[config.mk]
export PLATFORM = sky130hd
export DESIGN_NAME = pipeline_hazard_ctrl_flat
export DESIGN_NICKNAME = d
export VERILOG_FILES = /design/src/rtl/pipeline_hazard_ctrl_pkg.sv /design/src/rtl/pipeline_hazard_ctrl_if.sv /design/src/rtl/pipeline_hazard_ctrl_chk.sv /design/src/rtl/pipeline_hazard_ctrl_sat_counter.sv /design/src/rtl/pipeline_hazard_ctrl.sv /design/src/flat_wrapper.sv
export SDC_FILE = /design/constraint.sdc
export NUM_CORES = 1
export LEC_CHECK = 0
export ABC_AREA = 1
export CAP_MARGIN = 30
export CORE_MARGIN = 8
export CORE_UTILIZATION = 55
export CTS_CLUSTER_SIZE = 24
export DETAILED_ROUTE_END_ITERATION = 7
export GPL_ROUTABILITY_DRIVEN = 0
export PLACE_DENSITY = 0.91
export SYNTH_ARGS = -nofsm -noshare
export SYNTH_HDL_FRONTEND = slang
export SYNTH_SLANG_ARGS = --single-unit
[constraint.sdc]
create_clock -name i_clock -period 4.7 [get_ports i_clock]
set_input_delay 0.94 -clock i_clock [delete_from_list [all_inputs] [get_ports i_clock]]
set_output_delay 0.94 -clock i_clock [all_outputs]
set_load 0.005 [all_outputs]
[src/rtl/pipeline_hazard_ctrl_pkg.sv]
// Shared types and constants for the pipeline hazard controller.
package pipeline_pkg;

  localparam int REG_ADDR_W = 5;
  localparam int CNT_WIDTH  = 32;

  // Enable/clear pair driven into one inter-stage register.
  typedef struct packed {
    logic en;
    logic clr;
  } stage_ctrl_t;

  // RUN: normal operation. KILL: a fetch issued before a redirect is still outstanding.
  typedef enum logic [0:0] {
    RUN  = 1'b0,
    KILL = 1'b1
  } hz_state_e;

  localparam stage_ctrl_t STAGE_RUN   = '{en: 1'b1, clr: 1'b0};
  localparam stage_ctrl_t STAGE_HOLD  = '{en: 1'b0, clr: 1'b0};
  localparam stage_ctrl_t STAGE_FLUSH = '{en: 1'b1, clr: 1'b1};

endpackage

[src/rtl/pipeline_hazard_ctrl_if.sv]
// Hazard inputs from the pipeline and stall/flush controls back to it.
interface pipeline_hazard_ctrl_if #(
  parameter int REG_ADDR_W = 5,
  parameter int CNT_WIDTH  = 32
);
  logic [REG_ADDR_W-1:0] i_d_rs1;
  logic [REG_ADDR_W-1:0] i_d_rs2;
  logic                  i_d_use_rs1;
  logic                  i_d_use_rs2;
  logic [REG_ADDR_W-1:0] i_e_rd;
  logic                  i_e_is_load;
  logic                  i_e_muldiv_busy;
  logic                  i_e_redirect;
  logic                  i_imem_ready;
  logic                  i_m_mem_req;
  logic                  i_dmem_ready;
  logic                  o_pc_en;
  logic                  o_pc_sel_redirect;
  logic                  o_fd_en;
  logic                  o_fd_clr;
  logic                  o_de_en;
  logic                  o_de_clr;
  logic                  o_em_en;
  logic                  o_em_clr;
  logic                  o_mw_en;
  logic                  o_mw_clr;
  logic [CNT_WIDTH-1:0]  o_stall_cnt;
  logic [CNT_WIDTH-1:0]  o_flush_cnt;

  // Pipeline side: reports hazards, consumes controls.
  modport master (
    output i_d_rs1, i_d_rs2, i_d_use_rs1, i_d_use_rs2, i_e_rd, i_e_is_load,
           i_e_muldiv_busy, i_e_redirect, i_imem_ready, i_m_mem_req, i_dmem_ready,
    input  o_pc_en, o_pc_sel_redirect, o_fd_en, o_fd_clr, o_de_en, o_de_clr,
           o_em_en, o_em_clr, o_mw_en, o_mw_clr, o_stall_cnt, o_flush_cnt
  );

  // Controller side.
  modport slave (
    input  i_d_rs1, i_d_rs2, i_d_use_rs1, i_d_use_rs2, i_e_rd, i_e_is_load,
           i_e_muldiv_busy, i_e_redirect, i_imem_ready, i_m_mem_req, i_dmem_ready,
    output o_pc_en, o_pc_sel_redirect, o_fd_en, o_fd_clr, o_de_en, o_de_clr,
           o_em_en, o_em_clr, o_mw_en, o_mw_clr, o_stall_cnt, o_flush_cnt
  );
endinterface

[src/rtl/pipeline_hazard_ctrl_chk.sv]
// Simulation checks on the hazard controller's inputs and outputs.
module pipeline_hazard_ctrl_chk (
  input logic       i_clock,
  input logic       i_reset,
  input logic       i_muldiv_busy,
  input logic       i_redirect,
  input logic [3:0] i_en,
  input logic [3:0] i_clr
);
  // A redirect cannot resolve while the mul/div unit still occupies E.
  a_no_muldiv_redirect: assert property (@(posedge i_clock) disable iff (i_reset)
    !(i_muldiv_busy && i_redirect))
    else $error("illegal: muldiv busy together with redirect");

  // A clear is only meaningful on an enabled stage register.
  a_clr_needs_en: assert property (@(posedge i_clock)
    ((i_clr & ~i_en) == 4'b0000))
    else $error("stage clear asserted without enable");
endmodule

[src/rtl/pipeline_hazard_ctrl_sat_counter.sv]
// Saturating up-counter with synchronous active-high reset.
module sat_counter #(
  parameter int WIDTH = 32
) (
  input  logic             i_clock,
  input  logic             i_reset,
  input  logic             i_inc,
  output logic [WIDTH-1:0] o_count
);
  logic [WIDTH-1:0] r_count;

  // Count up on i_inc, holding at all-ones instead of wrapping.
  always_ff @(posedge i_clock) begin
    if (i_reset) begin
      r_count <= '0;
    end else if (i_inc && (r_count != {WIDTH{1'b1}})) begin
      r_count <= r_count + WIDTH'(1);
    end
  end

  assign o_count = r_count;
endmodule

[src/rtl/pipeline_hazard_ctrl.sv]
// Stall/flush sequencer for the 5-stage pipeline plus performance counters.
module pipeline_hazard_ctrl
  import pipeline_pkg::*;
#(
  parameter int REG_ADDR_W = pipeline_pkg::REG_ADDR_W,
  parameter int CNT_WIDTH  = pipeline_pkg::CNT_WIDTH
) (
  input logic                  i_clock,
  input logic                  i_reset,
  pipeline_hazard_ctrl_if.slave hz
);
  hz_state_e             r_state;
  hz_state_e             w_next_state;
  stage_ctrl_t           w_fd, w_de, w_em, w_mw;
  logic                  w_pc_en, w_pc_sel;
  logic                  w_flush_inc, w_stall_inc;
  logic                  w_dmem_stall, w_load_use;
  logic [REG_ADDR_W-1:0] w_rs1, w_rs2, w_rd;
  logic [CNT_WIDTH-1:0]  w_stall_cnt, w_flush_cnt;

  assign w_rs1        = hz.i_d_rs1;
  assign w_rs2        = hz.i_d_rs2;
  assign w_rd         = hz.i_e_rd;
  assign w_dmem_stall = hz.i_m_mem_req && !hz.i_dmem_ready;
  // x0 is never a real producer, so a load into it cannot create a hazard.
  assign w_load_use   = hz.i_e_is_load && (w_rd != '0) &&
                        ((hz.i_d_use_rs1 && (w_rs1 == w_rd)) ||
                         (hz.i_d_use_rs2 && (w_rs2 == w_rd)));

  // FSM state register.
  always_ff @(posedge i_clock) begin
    if (i_reset) begin
      r_state <= RUN;
    end else begin
      r_state <= w_next_state;
    end
  end

  // Priority-ordered hazard resolution: picks stage controls and next state.
  always_comb begin
    w_fd         = STAGE_RUN;
    w_de         = STAGE_RUN;
    w_em         = STAGE_RUN;
    w_mw         = STAGE_RUN;
    w_pc_en      = 1'b1;
    w_pc_sel     = 1'b0;
    w_flush_inc  = 1'b0;
    w_next_state = r_state;
    if (i_reset) begin
      w_fd         = STAGE_FLUSH;
      w_de         = STAGE_FLUSH;
      w_em         = STAGE_FLUSH;
      w_mw         = STAGE_FLUSH;
      w_pc_en      = 1'b0;
      w_next_state = RUN;
    end else if (w_dmem_stall) begin
      // E is frozen, so any redirect there is simply seen again next cycle.
      w_pc_en = 1'b0;
      w_fd    = STAGE_HOLD;
      w_de    = STAGE_HOLD;
      w_em    = STAGE_HOLD;
      w_mw    = STAGE_FLUSH;
    end else if (hz.i_e_muldiv_busy) begin
      w_pc_en = 1'b0;
      w_fd    = STAGE_HOLD;
      w_de    = STAGE_HOLD;
      w_em    = STAGE_FLUSH;
    end else if (hz.i_e_redirect) begin
      w_pc_sel    = 1'b1;
      w_fd        = STAGE_FLUSH;
      w_de        = STAGE_FLUSH;
      w_flush_inc = 1'b1;
      // A fetch still in flight will return the wrong-path instruction.
      if (!hz.i_imem_ready) begin
        w_next_state = KILL;
      end else begin
        w_next_state = r_state;
      end
    end else if (w_load_use) begin
      w_pc_en = 1'b0;
      w_fd    = STAGE_HOLD;
      w_de    = STAGE_FLUSH;
    end else if (r_state == KILL) begin
      // Drop the stale response; the PC already holds the redirect target.
      w_pc_en = 1'b0;
      w_fd    = STAGE_FLUSH;
      if (hz.i_imem_ready) begin
        w_next_state = RUN;
      end else begin
        w_next_state = KILL;
      end
    end else if (!hz.i_imem_ready) begin
      w_pc_en = 1'b0;
      w_fd    = STAGE_FLUSH;
    end else begin
      w_next_state = RUN;
    end
  end

  assign w_stall_inc = !i_reset && !w_pc_en;

  sat_counter #(.WIDTH(CNT_WIDTH)) u_stall_cnt (
    .i_clock (i_clock),
    .i_reset (i_reset),
    .i_inc   (w_stall_inc),
    .o_count (w_stall_cnt)
  );

  sat_counter #(.WIDTH(CNT_WIDTH)) u_flush_cnt (
    .i_clock (i_clock),
    .i_reset (i_reset),
    .i_inc   (w_flush_inc),
    .o_count (w_flush_cnt)
  );

  pipeline_hazard_ctrl_chk u_chk (
    .i_clock       (i_clock),
    .i_reset       (i_reset),
    .i_muldiv_busy (hz.i_e_muldiv_busy),
    .i_redirect    (hz.i_e_redirect),
    .i_en          ({w_fd.en, w_de.en, w_em.en, w_mw.en}),
    .i_clr         ({w_fd.clr, w_de.clr, w_em.clr, w_mw.clr})
  );

  assign hz.o_pc_en           = w_pc_en;
  assign hz.o_pc_sel_redirect = w_pc_sel;
  assign hz.o_fd_en           = w_fd.en;
  assign hz.o_fd_clr          = w_fd.clr;
  assign hz.o_de_en           = w_de.en;
  assign hz.o_de_clr          = w_de.clr;
  assign hz.o_em_en           = w_em.en;
  assign hz.o_em_clr          = w_em.clr;
  assign hz.o_mw_en           = w_mw.en;
  assign hz.o_mw_clr          = w_mw.clr;
  assign hz.o_stall_cnt       = w_stall_cnt;
  assign hz.o_flush_cnt       = w_flush_cnt;
endmodule

[src/flat_wrapper.sv]
// flat-port wrapper written by rule: the top's interface ports become plain ports
module pipeline_hazard_ctrl_flat import pipeline_pkg::*;
#(
  parameter int REG_ADDR_W = pipeline_pkg::REG_ADDR_W,
  parameter int CNT_WIDTH  = pipeline_pkg::CNT_WIDTH
)
  (i_clock, i_reset, hz_i_d_rs1, hz_i_d_rs2, hz_i_d_use_rs1, hz_i_d_use_rs2, hz_i_e_rd, hz_i_e_is_load, hz_i_e_muldiv_busy, hz_i_e_redirect, hz_i_imem_ready, hz_i_m_mem_req, hz_i_dmem_ready, hz_o_pc_en, hz_o_pc_sel_redirect, hz_o_fd_en, hz_o_fd_clr, hz_o_de_en, hz_o_de_clr, hz_o_em_en, hz_o_em_clr, hz_o_mw_en, hz_o_mw_clr, hz_o_stall_cnt, hz_o_flush_cnt);
  pipeline_hazard_ctrl_if #(.REG_ADDR_W(REG_ADDR_W), .CNT_WIDTH(CNT_WIDTH)) hz_i ();
  input logic i_clock;
  input logic i_reset;
  input wire logic [$bits(hz_i.i_d_rs1)-1:0] hz_i_d_rs1;
  input wire logic [$bits(hz_i.i_d_rs2)-1:0] hz_i_d_rs2;
  input wire logic [$bits(hz_i.i_d_use_rs1)-1:0] hz_i_d_use_rs1;
  input wire logic [$bits(hz_i.i_d_use_rs2)-1:0] hz_i_d_use_rs2;
  input wire logic [$bits(hz_i.i_e_rd)-1:0] hz_i_e_rd;
  input wire logic [$bits(hz_i.i_e_is_load)-1:0] hz_i_e_is_load;
  input wire logic [$bits(hz_i.i_e_muldiv_busy)-1:0] hz_i_e_muldiv_busy;
  input wire logic [$bits(hz_i.i_e_redirect)-1:0] hz_i_e_redirect;
  input wire logic [$bits(hz_i.i_imem_ready)-1:0] hz_i_imem_ready;
  input wire logic [$bits(hz_i.i_m_mem_req)-1:0] hz_i_m_mem_req;
  input wire logic [$bits(hz_i.i_dmem_ready)-1:0] hz_i_dmem_ready;
  output wire logic [$bits(hz_i.o_pc_en)-1:0] hz_o_pc_en;
  output wire logic [$bits(hz_i.o_pc_sel_redirect)-1:0] hz_o_pc_sel_redirect;
  output wire logic [$bits(hz_i.o_fd_en)-1:0] hz_o_fd_en;
  output wire logic [$bits(hz_i.o_fd_clr)-1:0] hz_o_fd_clr;
  output wire logic [$bits(hz_i.o_de_en)-1:0] hz_o_de_en;
  output wire logic [$bits(hz_i.o_de_clr)-1:0] hz_o_de_clr;
  output wire logic [$bits(hz_i.o_em_en)-1:0] hz_o_em_en;
  output wire logic [$bits(hz_i.o_em_clr)-1:0] hz_o_em_clr;
  output wire logic [$bits(hz_i.o_mw_en)-1:0] hz_o_mw_en;
  output wire logic [$bits(hz_i.o_mw_clr)-1:0] hz_o_mw_clr;
  output wire logic [$bits(hz_i.o_stall_cnt)-1:0] hz_o_stall_cnt;
  output wire logic [$bits(hz_i.o_flush_cnt)-1:0] hz_o_flush_cnt;
  assign hz_i.i_d_rs1 = hz_i_d_rs1;
  assign hz_i.i_d_rs2 = hz_i_d_rs2;
  assign hz_i.i_d_use_rs1 = hz_i_d_use_rs1;
  assign hz_i.i_d_use_rs2 = hz_i_d_use_rs2;
  assign hz_i.i_e_rd = hz_i_e_rd;
  assign hz_i.i_e_is_load = hz_i_e_is_load;
  assign hz_i.i_e_muldiv_busy = hz_i_e_muldiv_busy;
  assign hz_i.i_e_redirect = hz_i_e_redirect;
  assign hz_i.i_imem_ready = hz_i_imem_ready;
  assign hz_i.i_m_mem_req = hz_i_m_mem_req;
  assign hz_i.i_dmem_ready = hz_i_dmem_ready;
  assign hz_o_pc_en = hz_i.o_pc_en;
  assign hz_o_pc_sel_redirect = hz_i.o_pc_sel_redirect;
  assign hz_o_fd_en = hz_i.o_fd_en;
  assign hz_o_fd_clr = hz_i.o_fd_clr;
  assign hz_o_de_en = hz_i.o_de_en;
  assign hz_o_de_clr = hz_i.o_de_clr;
  assign hz_o_em_en = hz_i.o_em_en;
  assign hz_o_em_clr = hz_i.o_em_clr;
  assign hz_o_mw_en = hz_i.o_mw_en;
  assign hz_o_mw_clr = hz_i.o_mw_clr;
  assign hz_o_stall_cnt = hz_i.o_stall_cnt;
  assign hz_o_flush_cnt = hz_i.o_flush_cnt;
  pipeline_hazard_ctrl #(.REG_ADDR_W(REG_ADDR_W), .CNT_WIDTH(CNT_WIDTH)) u_core (.i_clock(i_clock), .i_reset(i_reset), .hz(hz_i));
endmodule
Yosys cells after proc, flatten, opt, wreduce, memory -nomap -nowiden
Cells that the tools add are included.

Bitwise gates (word level): 2. Multiply operators: 0. Equal/unequal tests: 6. Magnitude comparators: 0. Multiplexer cells: 33. Shifts and indexed selects: 0. Div/mod/pow operators: 0. Reductions and logical operators: 14. $add $sub $neg: 2.

Operators by type and width (count): 32-bit by 1-bit adder with 32-bit output, second input constant (2); 32-bit inequality test, second input constant (2); 2-bit two-way mux (13); 1-bit two-way mux (20); 5-bit == test (2); 1-bit logical AND (8); 5-bit nonzero test (1); 2-bit inequality test, second input constant (2); 4-bit AND reduction (1); 1-bit logical NOT (3); 1-bit NOT (2); 1-bit logical OR (1).

Memories kept: 0. RAM bits: 0. Output and inout bits: 74. Latch bits: 0. Register bits: 65. ROM bits: 0.

Logic depth before layout (Yosys ltp)
Gate-level depths: netlist of run 1.

Depth in word-level cells: 12. Depth in mapped cells: 14.

Cells and area by module
From an unflattened synthesis of run 1, not the netlist that was laid out.

Cell total of the unflattened synthesis: 738. Area total of the unflattened synthesis: 4533.1 um2.

By module, submodules not included: sat_counter (sequential area each 640.6 um2, area an instance 2062.0 um2, cells each 324, instances 2); pipeline_hazard_ctrl (sequential area each 20.0 um2, area an instance 409.1 um2, cells each 90, instances 1).

Worst setup path before layout of run 1
No wires, ideal clock.

Path kind: input -> output. Start point: input port hz_i_e_rd[2]. End point: output port hz_o_pc_en. Slack: 1.855 ns. Arrival time: 1.905 ns. Stages on the path: 8. Required time: 3.760 ns. Path buffers: 1. Cells stage by stage: inv_1 nand4_1 o21ai_0 inv_1 nand3_1 nand3_2 clkbuf_1 nor2_1.

Cells in the longest elaborated chain, start to end: 9. Elaborated cells on any way between the ends: 13. Classes of those cells: eq/ne (2); mux (5); reduce/logical (6).

RTL lines: start: declaration (line flat_wrapper.sv:15) `input wire logic [$bits(hz_i.i_e_rd)-1:0] hz_i_e_rd;`; 5-bit == test, on equally long branches (line pipeline_hazard_ctrl.sv:27, pipeline_hazard_ctrl.sv:28); 1-bit logical AND, on equally long branches (line pipeline_hazard_ctrl.sv:27, pipeline_hazard_ctrl.sv:28); 1-bit logical OR (line pipeline_hazard_ctrl.sv:27) `((hz.i_d_use_rs1 && (w_rs1 == w_rd)) ||`; 1-bit logical AND (*) (line pipeline_hazard_ctrl.sv:26) `assign w_load_use = hz.i_e_is_load && (w_rd != '0) &&`; 1-bit two-way mux (*) (line pipeline_hazard_ctrl.sv:79) `end else if (w_load_use) begin`; 1-bit two-way mux (*) (line pipeline_hazard_ctrl.sv:68) `end else if (hz.i_e_redirect) begin`; 1-bit two-way mux (*) (line pipeline_hazard_ctrl.sv:63) `end else if (hz.i_e_muldiv_busy) begin`; 1-bit two-way mux (*) (line pipeline_hazard_ctrl.sv:56) `end else if (w_dmem_stall) begin`; 1-bit two-way mux (*) (line pipeline_hazard_ctrl.sv:49) `if (i_reset) begin`; end: declaration (line flat_wrapper.sv:22) `output wire logic [$bits(hz_i.o_pc_en)-1:0] hz_o_pc_en;`.

Every way passes the cells marked *; elsewhere a longest branch is shown, timed or not.

Worst setup path after layout of run 1
Start point: input port hz_i_e_rd[1]. End point: output port hz_o_fd_clr.

Cells in the longest elaborated chain, start to end: 9. Elaborated cells on any way between the ends: 13. Classes of those cells: eq/ne (2); mux (5); reduce/logical (6).

RTL lines: 5-bit == test, on equally long branches (line pipeline_hazard_ctrl.sv:27, pipeline_hazard_ctrl.sv:28); 1-bit logical AND, on equally long branches (line pipeline_hazard_ctrl.sv:27, pipeline_hazard_ctrl.sv:28); 1-bit logical OR (line pipeline_hazard_ctrl.sv:27); 1-bit logical AND (*) (line pipeline_hazard_ctrl.sv:26); 2-bit two-way mux (*) (line pipeline_hazard_ctrl.sv:79); 2-bit two-way mux (*) (line pipeline_hazard_ctrl.sv:68); 2-bit two-way mux (*) (line pipeline_hazard_ctrl.sv:63); 2-bit two-way mux (*) (line pipeline_hazard_ctrl.sv:56); 2-bit two-way mux (*) (line pipeline_hazard_ctrl.sv:49); end: declaration (line flat_wrapper.sv:25) `output wire logic [$bits(hz_i.o_fd_clr)-1:0] hz_o_fd_clr;`.

Marked as above.

==> results of run 1 <==
flip-flops by register name (all words and copies together) (netlist names):
name,count
u_core.u_stall_cnt.o_count,32
u_core.u_flush_cnt.o_count,32
u_core.r_state,1
final timing paths:
| check | startpoint | end | slack [ps] | cells after the start |
|---|---|---|---|---|
| max | hz_i_e_rd[1] | hz_o_fd_clr | 1000 | 11 |
| min | u_core.u_flush_cnt.o_count[2] | u_core.u_flush_cnt.o_count[2] | 470 | 1 |
| max reg2reg | u_core.u_flush_cnt.o_count[0] | u_core.u_flush_cnt.o_count[12] | 2050 | 12 |
| min reg2reg | u_core.u_flush_cnt.o_count[2] | u_core.u_flush_cnt.o_count[2] | 470 | 1 |
placed cells by master (no fill, tap or decap), types with 4 or more instances in the layout:
cell type	n
nand2_1	222
clkdlybuf4s50_1	96
nor2_1	83
inv_1	66
dfxtp_1	65
a21oi_1	55
nand4_1	50
nor3_1	27
nand3_1	26
xor2_1	23
o21ai_0	16
clkbuf_8	9
xnor2_1	7
o21a_1	4
nand2_2	4
nor3b_1	4
nand3b_1	4
routing by layer:
metal,wire [um],share of wire,GRT usage
met5,0,0,0
met1,5550,0.40,0.303
met2,6510,0.47,0.411
met4,335,0.024,0.101
met3,1560,0.11,0.0603
cell type report:
type,count,area share
Clock buffer,9,0.0222
Clock inverter,7,0.0171
Inverter,68,0.0458
Multi-Input combinational cell,548,0.481
Sequential cell,65,0.234
Tap cell,102,0.0229
Timing Repair Buffer,100,0.178
worst register-to-register path, delay by kind of cell, from the launching register on:
kind | cells | cell delay, ps
simple gates | 8 | 1370
flops | 1 | 420
buf+inv | 2 | 360
fa+ha+maj | 1 | 210
compound gates | 1 | 190
power breakdown:
group          internal [mW]  switching, mW
logic                 0.0466         0.0632
clock network          0.298          0.236
registers              0.554        0.00543
total                  0.899          0.305
logic make-up after synthesis:
group / share of synthesized area
other: 0.000855
flip-flops: 0.297
AND/OR/NAND/NOR: 0.447
XOR/XNOR: 0.0599
buffers and inverters: 0.0930
adder cells (fa/ha/maj): 0.00571
AO/OA/AOI/OAI: 0.0973
==> impl_metrics.json, run 1 <==
{
  "path_buf_inv": 3,
  "crit_required_ps": 3760,
  "power_density_mw_per_mm2": 216,
  "timing.fmax_ghz": 0.270,
  "setup_viol": 0,
  "drive_gt1_frac": 0.0489,
  "insertion_delay_ps": 350,
  "cap_violations": 0,
  "syn_avg_cell_area_sq_um": 6.21,
  "period_minus_slack_ps": 3700,
  "slew_headroom": 0.558,
  "crit_family": "buffers and inverters",
  "drc_errors": 0,
  "fillers": 606,
  "antenna_found_initial": 0,
  "ctsLongestPathBuffers": 2,
  "path_cells": "clkdlybuf4s50_1 > inv_1 > nand2_1 > nand2_1 > nor2_1 > nand3_1 > nand2_1 > nand3_1 > nand2_1 > a21oi_1 > clkdlybuf4s50_1",
  "holdWs_ps": 470,
  "end_kind": "output pin",
  "drtIter0Drc": 506,
  "timing.final.crit_share": 0.787,
  "wl_um": 14000,
  "rsz0062_at_grt": "false",
  "synth_top_area_frac": 0.297,
  "post_drt_wl_per_cell_um": 15.5,
  "place_area_sq_mm": 0.00535,
  "syn_inst": 706,
  "grt_pass1_vias": 4981,
  "startpoint_type": "input pin",
  "p_leak_nw": 2.00,
  "pre_cts_ws_ps": 1050,
  "ys_warn_count": 0,
  "slowest_stage": "clkdlybuf4s50_1",
  "hpwl_um": 10100,
  "postCtsSetupBuffers": 0,
  "ant_nets": 0,
  "setup_tns_ps": 0,
  "async_flop_share": 0,
  "root_buffer": "clkbuf_8",
  "final_area_sq_mm": 0.00557,
  "outcome": "finished, final reports clean",
  "syn-cell-area_sq_mm": 0.00439,
  "fp.dieW_um": 105,
  "cpPeakStageDelay_ps": 520,
  "io_pins": 99,
  "grt_overflow": 0,
  "synth_most_common_cell": "nand2_1",
  "setup_slack_ps": 1000,
  "regArea_sq_mm": 0.00130,
  "dp.cells": 883,
  "avgViaCountPerCell": 5.81,
  "final_nets": 819,
  "crit_type": "in2out",
  "syn_nets": 733,
  "totalPowerFinal_mw": 1.20,
  "ys_seq_elements": 65,
  "cts-hold-fix-buffers": 0,
  "synth.top_cells.by_area": "dfxtp_1, nand2_1, nand4_1, nor2_1, a21oi_1",
  "syn_to_final_growth_pct": 27.0,
  "port_buffers": 97,
  "cts_buffers": 9,
  "cpMostUsedCell": "nand2_1",
  "cts_tree": "done",
  "yosysUniqueCellTypes": 38,
  "hold_viol": 0,
  "clkSinkCount": 65,
  "htree_levels": 3,
  "die-area_sq_mm": 0.0111,
  "synth_edf_count": 0,
  "num_vias": 5220,
  "clkTransAtPathRegs_ps": 70,
  "tightest_slew_ps": 658,
  "crit_fanout": 4,
  "grt_max_degree": 48,
  "drt_first_pass_iters": 6,
  "grt_pass1_wl_um": 23300,
  "core-area_sq_mm": 0.00773,
  "rows": 32,
  "synth_flop_cell": "dfxtp_1",
  "grtUsageTotal": 0.249,
  "slew_violations": 0,
  "die_h_um": 105,
  "multi_input_area_sq_mm": 0.00268,
  "initial_core_util": 0.568,
  "skew_ps": 10.9,
  "finish.utilization": 0.721,
  "cp.arrival_ps": 2760,
  "seq_area_frac_synth": 0.297,
  "final_cells": 899,
  "n_antenna_cell": 0,
  "synth_common_cells": "nand2_1, nor2_1, inv_1, dfxtp_1, a21oi_1",
  "yosys.area.top_type": "dfxtp_1",
  "min_path_type": "reg2reg",
  "peakVddDrop_v": 0.000182,
  "post_cts_resized": 0
}
Note: power is estimated with default switching activity, not from simulation.
==> run 2: changes to the inputs <==
--- a/config.mk
+++ b/config.mk
@@ -8,11 +8,11 @@
 export ABC_AREA = 1
 export CAP_MARGIN = 30
 export CORE_MARGIN = 8
-export CORE_UTILIZATION = 55
+export CORE_UTILIZATION = 46
 export CTS_CLUSTER_SIZE = 24
 export DETAILED_ROUTE_END_ITERATION = 7
 export GPL_ROUTABILITY_DRIVEN = 0
-export PLACE_DENSITY = 0.91
+export PLACE_DENSITY = 0.82
 export SYNTH_ARGS = -nofsm -noshare
 export SYNTH_HDL_FRONTEND = slang
 export SYNTH_SLANG_ARGS = --single-unit
==> constraint.sdc (replaced) <==
create_clock -name i_clock -period 3.4 [get_ports i_clock]
set_input_delay 0.68 -clock i_clock [delete_from_list [all_inputs] [get_ports i_clock]]
set_output_delay 0.68 -clock i_clock [all_outputs]
set_load 0.005 [all_outputs]
==> run 2 against run 1 <==
Clock power rose by 45%. Global-route usage fell by 4.1 points. Die area rose by 16%. Largest power group is now clock. Worst setup slack got worse by 750 ps. Non-clock buffer count rose by 3. Sequential power rose by 38%. Via count fell by 2.7%.
==> impl_metrics.json, run 2 (same netlist as run 1, synthesis figures left out) <==
{
  "setup_tns_ps": 0,
  "crit_type": "in2out",
  "die_h_um": 114,
  "htree_levels": 3,
  "drt_first_pass_iters": 5,
  "initial_core_util": 0.475,
  "drtIter0Drc": 429,
  "p_leak_nw": 2.01,
  "post_drt_wl_per_cell_um": 14.7,
  "cts_buffers": 9,
  "timing.final.crit_share": 0.926,
  "ant_nets": 0,
  "cpPeakStageDelay_ps": 530,
  "num_vias": 5077,
  "rsz0062_at_grt": "false",
  "tightest_slew_ps": 718,
  "cts_tree": "done",
  "totalPowerFinal_mw": 1.70,
  "peakVddDrop_v": 0.000263,
  "crit_fanout": 4,
  "dp.cells": 913,
  "grt_pass1_wl_um": 22400,
  "regArea_sq_mm": 0.00130,
  "slew_headroom": 0.518,
  "die-area_sq_mm": 0.0129,
  "timing.fmax_ghz": 0.318,
  "rows": 35,
  "clkTransAtPathRegs_ps": 70,
  "setup_viol": 0,
  "port_buffers": 97,
  "cap_violations": 0,
  "grt_max_degree": 47,
  "skew_ps": 17.6,
  "postCtsSetupBuffers": 0,
  "period_minus_slack_ps": 3150,
  "slew_violations": 0,
  "grt_overflow": 0,
  "end_kind": "output pin",
  "n_antenna_cell": 0,
  "syn_to_final_growth_pct": 28.5,
  "path_cells": "clkdlybuf4s50_1 > inv_1 > nand4_1 > o21ai_0 > inv_1 > nand3_1 > nand2_1 > a21oi_1 > clkdlybuf4s50_1",
  "startpoint_type": "input pin",
  "root_buffer": "clkbuf_8",
  "hpwl_um": 10100,
  "outcome": "finished, final reports clean",
  "final_cells": 929,
  "fp.dieW_um": 114,
  "hold_depth": 1,
  "reg2regPathDepth": 11,
  "io_pins": 99,
  "drc_errors": 0,
  "min_path_type": "reg2reg",
  "final_nets": 822,
  "antenna_found_initial": 0,
  "final_common_cell": "nand2_1",
  "core-area_sq_mm": 0.00924,
  "cp.arrival_ps": 2470,
  "holdWs_ps": 483,
  "clkSinkCount": 65,
  "drive_gt1_frac": 0.0525,
  "final_area_sq_mm": 0.00563,
  "place_area_sq_mm": 0.00541,
  "layout.cells.most_common_list": "nand2_1, clkdlybuf4s50_1, nor2_1",
  "wl_um": 13700,
  "post_cts_resized": 0,
  "crit_required_ps": 2720,
  "ctsLongestPathBuffers": 2,
  "hold_viol": 0,
  "insertion_delay_ps": 360,
  "ff2ff_setup_slack_ps": 840,
  "multi_input_area_sq_mm": 0.00268,
  "power_density_mw_per_mm2": 302,
  "grt_pass1_vias": 4640,
  "slowest_stage": "clkdlybuf4s50_1",
  "avgViaCountPerCell": 5.47,
  "grtUsageTotal": 0.208,
  "fillers": 859,
  "cts-hold-fix-buffers": 0
}
run 2: worst max-delay path: cells and delay by family:
kind            cells  cell delay [ps]
simple gates        3              320
compound gates      2              300
buf+inv             4             1160
run 2: layout make-up:
| class | instances | share of cell area |
|---|---|---|
| flip-flops and latches | 65 | 0.231 |
| well taps | 129 | 0.0286 |
| clock buffers | 10 | 0.0244 |
| multi-input cells | 548 | 0.475 |
| repair buffers | 103 | 0.179 |
| clock inverters | 6 | 0.0162 |
| inverters | 68 | 0.0453 |
run 2: where the power goes:
group / switching [mW] / total [mW] / internal, mW
clock: 0.342 / 0.776 / 0.434
combinational: 0.0871 / 0.153 / 0.0662
sequential: 0.00843 / 0.774 / 0.765
run 2: final timing paths:
path | startpoint | to
worst max-delay path | hz_i_e_rd[3] | hz_o_fd_clr
worst min-delay path | u_core.u_flush_cnt.o_count[2] | u_core.u_flush_cnt.o_count[2]
worst max register to register | u_core.u_stall_cnt.o_count[0] | u_core.u_stall_cnt.o_count[26]
worst min register to register | u_core.u_flush_cnt.o_count[2] | u_core.u_flush_cnt.o_count[2]
run 2: through the flow:
stage	util	setup WS (ps)
detailed placement	0.585	225
floorplan	-	1070
finish	0.610	253
CTS	0.610	235
global route	0.610	58.4
global placement	0.585	298
run 2: routing by layer:
layer | vias up | global-route usage | routed length [um]
met5 | - | 0 | 0
met4 | 0 | 0.0586 | 181
met3 | 23 | 0.0534 | 1260
met2 | 251 | 0.351 | 6540
met1 | 2313 | 0.255 | 5700
li1 | 2490 | - | -
